File: config.mk
export PLATFORM = sky130hd
export DESIGN_NAME = wb_ram_arbiter
export DESIGN_NICKNAME = d
export VERILOG_FILES = /design/src/rtl/wb_ram_arbiter.sv
export SDC_FILE = /design/constraint.sdc
export NUM_CORES = 1
export LEC_CHECK = 0
export CAP_MARGIN = 40
export CORE_AREA = 2 2 128 130
export CTS_BUF_LIST = sky130_fd_sc_hd__clkbuf_4 sky130_fd_sc_hd__clkbuf_8
export CTS_CLUSTER_SIZE = 16
export DETAILED_ROUTE_END_ITERATION = 12
export DIE_AREA = 0 0 130 132
export DONT_BUFFER_PORTS = 1
export PLACE_DENSITY = 0.3
export SLEW_MARGIN = 5
export SYNTH_ARGS = -nofsm -noshare
export SYNTH_HDL_FRONTEND = slang
export SYNTH_SLANG_ARGS = --single-unit
File: constraint.sdc
create_clock -name p_clk -period 4.17 [get_ports p_clk]
set_input_delay 0.834 -clock p_clk [delete_from_list [all_inputs] [get_ports p_clk]]
set_output_delay 0.834 -clock p_clk [all_outputs]
set_load 0.05 [all_outputs]
File: src/rtl/wb_ram_arbiter.sv
// Two-master Wishbone arbiter for the shared video RAM port.
// Round-robin or m0-priority, burst-held grant, stalled-slave watchdog.
module wb_ram_arbiter #(
  parameter int TIMEOUT     = 256,
  parameter bit M0_PRIORITY = 1'b0
) (
  input  logic        p_clk,
  input  logic        p_resetn,
  input  logic        p_m0_wb_CYC_I,
  input  logic        p_m0_wb_STB_I,
  input  logic        p_m0_wb_WE_I,
  input  logic        p_m0_wb_LOCK_I,
  input  logic [31:0] p_m0_wb_ADR_I,
  input  logic [31:0] p_m0_wb_DAT_I,
  input  logic [3:0]  p_m0_wb_SEL_I,
  output logic [31:0] p_m0_wb_DAT_O,
  output logic        p_m0_wb_ACK_O,
  output logic        p_m0_wb_ERR_O,
  output logic        p_m0_wb_RTY_O,
  input  logic        p_m1_wb_CYC_I,
  input  logic        p_m1_wb_STB_I,
  input  logic        p_m1_wb_WE_I,
  input  logic        p_m1_wb_LOCK_I,
  input  logic [31:0] p_m1_wb_ADR_I,
  input  logic [31:0] p_m1_wb_DAT_I,
  input  logic [3:0]  p_m1_wb_SEL_I,
  output logic [31:0] p_m1_wb_DAT_O,
  output logic        p_m1_wb_ACK_O,
  output logic        p_m1_wb_ERR_O,
  output logic        p_m1_wb_RTY_O,
  output logic        p_wb_CYC_O,
  output logic        p_wb_STB_O,
  output logic        p_wb_WE_O,
  output logic        p_wb_LOCK_O,
  output logic [31:0] p_wb_ADR_O,
  output logic [31:0] p_wb_DAT_O,
  output logic [3:0]  p_wb_SEL_O,
  input  logic [31:0] p_wb_DAT_I,
  input  logic        p_wb_ACK_I,
  input  logic        p_wb_ERR_I,
  input  logic        p_wb_RTY_I,
  output logic [1:0]  p_grant,
  output logic        p_timeout
);

  localparam logic [1:0] IDLE  = 2'd0;
  localparam logic [1:0] OWN0  = 2'd1;
  localparam logic [1:0] OWN1  = 2'd2;
  localparam logic [1:0] ABORT = 2'd3;

  localparam int WW = $clog2(TIMEOUT);
  localparam logic [WW-1:0] WD_MAX = WW'(TIMEOUT - 1);

  logic [1:0]    state;
  logic          last_owner;
  logic          abort_owner;
  logic          abort_first;
  logic [WW-1:0] wdog;

  logic sel0, sel1, active, cur;
  logic cur_cyc, cur_stb, resp, pick;

  assign sel0    = (state == OWN0);
  assign sel1    = (state == OWN1);
  assign active  = sel0 | sel1;
  assign cur     = sel1 | ((state == ABORT) & abort_owner);
  assign cur_cyc = cur ? p_m1_wb_CYC_I : p_m0_wb_CYC_I;
  assign cur_stb = cur ? p_m1_wb_STB_I : p_m0_wb_STB_I;
  assign resp    = p_wb_ACK_I | p_wb_ERR_I | p_wb_RTY_I;
  // On contention: fixed m0 win, or whoever did not own the bus last
  assign pick    = M0_PRIORITY ? 1'b0 : ~last_owner;

  assign p_grant = {cur & (state != IDLE), ~cur & (state != IDLE)};
  assign p_timeout = abort_first;

  // Slave side is only driven while a master owns the bus outright
  assign p_wb_CYC_O  = active & cur_cyc;
  assign p_wb_STB_O  = active & cur_stb;
  assign p_wb_WE_O   = active & (cur ? p_m1_wb_WE_I : p_m0_wb_WE_I);
  assign p_wb_LOCK_O = active & (cur ? p_m1_wb_LOCK_I : p_m0_wb_LOCK_I);
  assign p_wb_ADR_O  = !active ? 32'd0 :
                       cur ? p_m1_wb_ADR_I : p_m0_wb_ADR_I;
  assign p_wb_DAT_O  = !active ? 32'd0 :
                       cur ? p_m1_wb_DAT_I : p_m0_wb_DAT_I;
  assign p_wb_SEL_O  = !active ? 4'd0 :
                       cur ? p_m1_wb_SEL_I : p_m0_wb_SEL_I;

  assign p_m0_wb_DAT_O = sel0 ? p_wb_DAT_I : 32'd0;
  assign p_m0_wb_ACK_O = sel0 & p_wb_ACK_I;
  assign p_m0_wb_RTY_O = sel0 & p_wb_RTY_I;
  assign p_m0_wb_ERR_O = (sel0 & p_wb_ERR_I) |
                         (abort_first & ~abort_owner);

  assign p_m1_wb_DAT_O = sel1 ? p_wb_DAT_I : 32'd0;
  assign p_m1_wb_ACK_O = sel1 & p_wb_ACK_I;
  assign p_m1_wb_RTY_O = sel1 & p_wb_RTY_I;
  assign p_m1_wb_ERR_O = (sel1 & p_wb_ERR_I) |
                         (abort_first & abort_owner);

  always_ff @(posedge p_clk or negedge p_resetn) begin
    if (!p_resetn) begin
      state       <= IDLE;
      last_owner  <= 1'b1;
      abort_owner <= 1'b0;
      abort_first <= 1'b0;
      wdog        <= '0;
    end else begin
      abort_first <= 1'b0;
      unique case (state)
        IDLE: begin
          wdog <= '0;
          if (p_m0_wb_CYC_I && p_m1_wb_CYC_I)
            state <= pick ? OWN1 : OWN0;
          else if (p_m0_wb_CYC_I)
            state <= OWN0;
          else if (p_m1_wb_CYC_I)
            state <= OWN1;
        end
        OWN0, OWN1: begin
          if (!cur_cyc) begin
            state      <= IDLE;
            last_owner <= cur;
            wdog       <= '0;
          end else if (cur_stb && !resp) begin
            if (wdog == WD_MAX) begin
              state       <= ABORT;
              abort_owner <= cur;
              abort_first <= 1'b1;
              wdog        <= '0;
            end else begin
              wdog <= wdog + 1'b1;
            end
          end else begin
            wdog <= '0;
          end
        end
        default: begin
          wdog <= '0;
          if (!cur_cyc) begin
            state      <= IDLE;
            last_owner <= cur;
          end
        end
      endcase
    end
  end

endmodule

==> reports/qor.csv <==
metric,value,unit
status,finished clean,
final hold vios,0,
post-cts resize count,0,
"flops & latches, synth",13,
count of cell types in the netlist,31,
worst r2r src,state[0],
CP Data Arrival Time,2.32,ns
I/O pin cnt,326,
post-route ant nets,0,
Post-Syn Area per Cell,6.125,um^2
Post-CTS Hold Fix Bufs,0,
routability cong.,0.7956,
full die area,17160,um^2
FILL cells,1785,
Post-route DRC,0,
sequential share of the synthesized area,13.57,%
Die H,132,um
layout cell share with drive strength beyond 1,20.22,%
Vias,2801,
Yosys top cell area share,22.45,%
Syn Std Cell Area,2407,um^2
critical path endpoint category,output port,
routed vias/inst,4.225,
IO buf count,0,
DR WL/cell,14.07,um
Total GRT Usage,9.357,%
maximum clock rate,0.3173,GHz
clock slew at reported path FFs,0.06,ns
drt total wl,9331,um
max-cap check violation count,0,
dominant cell type by area after synthesis,nand2_1,
initial drt markers,119,
largest net degree at the start of global routing,74,
"Setup Fix Bufs, Post-CTS",0,
Crit. Startpoint,state[0],
Synth Instances,393,
Final Cycle Share,75.57,%
Worst EP required,3.34,ns
Die X-Extent,130,um
site row count,46,
Slew HR,46.53,%
CTS tree,yes,
syn nets,580,
critical path class,reg2out,
clock tree buffer depth,2,
Final #Nets,633,
final setup fails,0,
first-pass GRT wire length,13230,um
Syn. warnings,0,
worst-path maximum fanout,57,
CTS sink count,13,
Setup crit start kind,flip-flop,
growth of design area from synthesis to finish,33.94,%
Clock Skew,0.0005266,ns
H-tree lvl count,1,
DRT Pass-1 Iters,5,
vias in the first global route,2495,
Initial Util,15.32,%
RSZ-0062 raised after global routing,no,
Slew Limit Fails,0,
Hold/Removal Path Class,in2async,
"Clk Latency, worst-skew pair",0.24,ns
dpl hpwl,7511,um
initial antenna violation count,0,
setup TNS,0,ns
fin crit period,3.151,ns
CORE AREA,15710,um^2
Area contributors post-synth,"nand2_1 (22%), a21boi_0 (22%), and2_1 (18%)",
CTS Buf Count,3,
gr ovfl total,0,
worst slew pin tran,0.8020,ns
CTS Root Cell,clkbuf_8,
synth_stat cells:
cell,number
buf_2,1
nand4bb_4,1
xnor2_1,3
a221oi_2,1
nand2_1,144
or2_2,1
inv_2,1
nand3_1,5
o21ai_0,5
a22o_1,1
nand4_1,2
a21oi_4,1
a21boi_0,70
ha_1,6
nand3b_1,1
mux2_1,3
buf_6,1
dfrtp_1,12
clkbuf_1,28
xor2_1,2
mux2i_1,2
nor2b_1,1
nor2_1,14
inv_1,7
o22ai_1,1
a21oi_1,5
nand2b_1,3
nor3_1,1
a21o_1,1
and2_1,68
dfstp_2,1
state kept, by name, indices dropped and copies added, names as in the netlist:
register / cells
wdog: 8
abort_owner: 1
last_owner: 1
state: 2
p_timeout: 1
through the flow:
step                      setup WS (ns)  util [%]  hold slack [ns]  instance area, um^2  instances
final                             1.019     20.52           0.2843                 3224        663
after global routing             0.8133     20.49           0.2653                 3219        661
after CTS                        0.9603     20.49           0.2757                 3219        661
after detailed placement          1.228     20.18           0.4833                 3171        657
after global placement            1.291     20.08           0.4847                 3156        655
after floorplan                  0.8173         -           0.4544                 2407        393
area by class of cell:
class,instances,area (um^2),area share (%)
antenna,2,5.005,0.1552
sequential,13,326.6,10.13
clock buffer,4,48.80,1.513
inverter,8,30.03,0.9313
multi-input combinational,342,1933,59.95
tap,216,270.3,8.382
timing repair buffer,78,610.6,18.94
cells in the final DEF (no fill, tap or decap), types with 5 or more instances in the layout:
| master | n |
|---|---|
| a21oi_1 | 5 |
| and2_1 | 68 |
| nand3_1 | 5 |
| ha_1 | 5 |
| dfrtp_1 | 12 |
| a21boi_1 | 70 |
| nand2_1 | 144 |
| inv_1 | 7 |
| buf_4 | 76 |
| nor2_1 | 14 |
metal layers:
metal | up-vias | wire length [um] | track usage (%) | part of all wire [%]
met5 | - | 0 | 0 | 0
met4 | 0 | 29 | 0.3584 | 0.31
met3 | 4 | 576 | 1.299 | 6.2
met2 | 142 | 4794 | 17.63 | 51
met1 | 1291 | 3930 | 11.74 | 42
li1 | 1364 | - | - | -
worst max-delay path: stages (launching register included):
cell and delay, ns:
dfrtp_1 0.44, inv_1 0.09, ha_2 0.53, buf_4 0.48, a21boi_1 0.27, buf_4 0.23
path summary, 6_finish.rpt:
kind	cells after the start	end	slack, ns
min in group p_clk	1	wdog[0]	0.49
max in group asynchronous	0	last_owner	3.72
max	5	p_wb_DAT_O[14]	1.02
min	0	state[1]	0.28
min reg2reg	1	wdog[0]	0.49
max reg2reg	8	state[0]	1.46
logic make-up (layout without fill, tap and decap cells):
family	after synthesis	after routing	share of synthesized area (%)
buf+inv	38	90	6.289
mux	5	5	2.235
simple gates	241	241	46.83
xor+xnor	5	5	1.819
other cells	0	2	0
fa+ha+maj	6	6	3.118
flops	13	13	13.57
compound gates	85	85	26.14
Power is not shown: default switching activity piles up to over one toggle a cycle in this logic, so the estimate is an artifact.
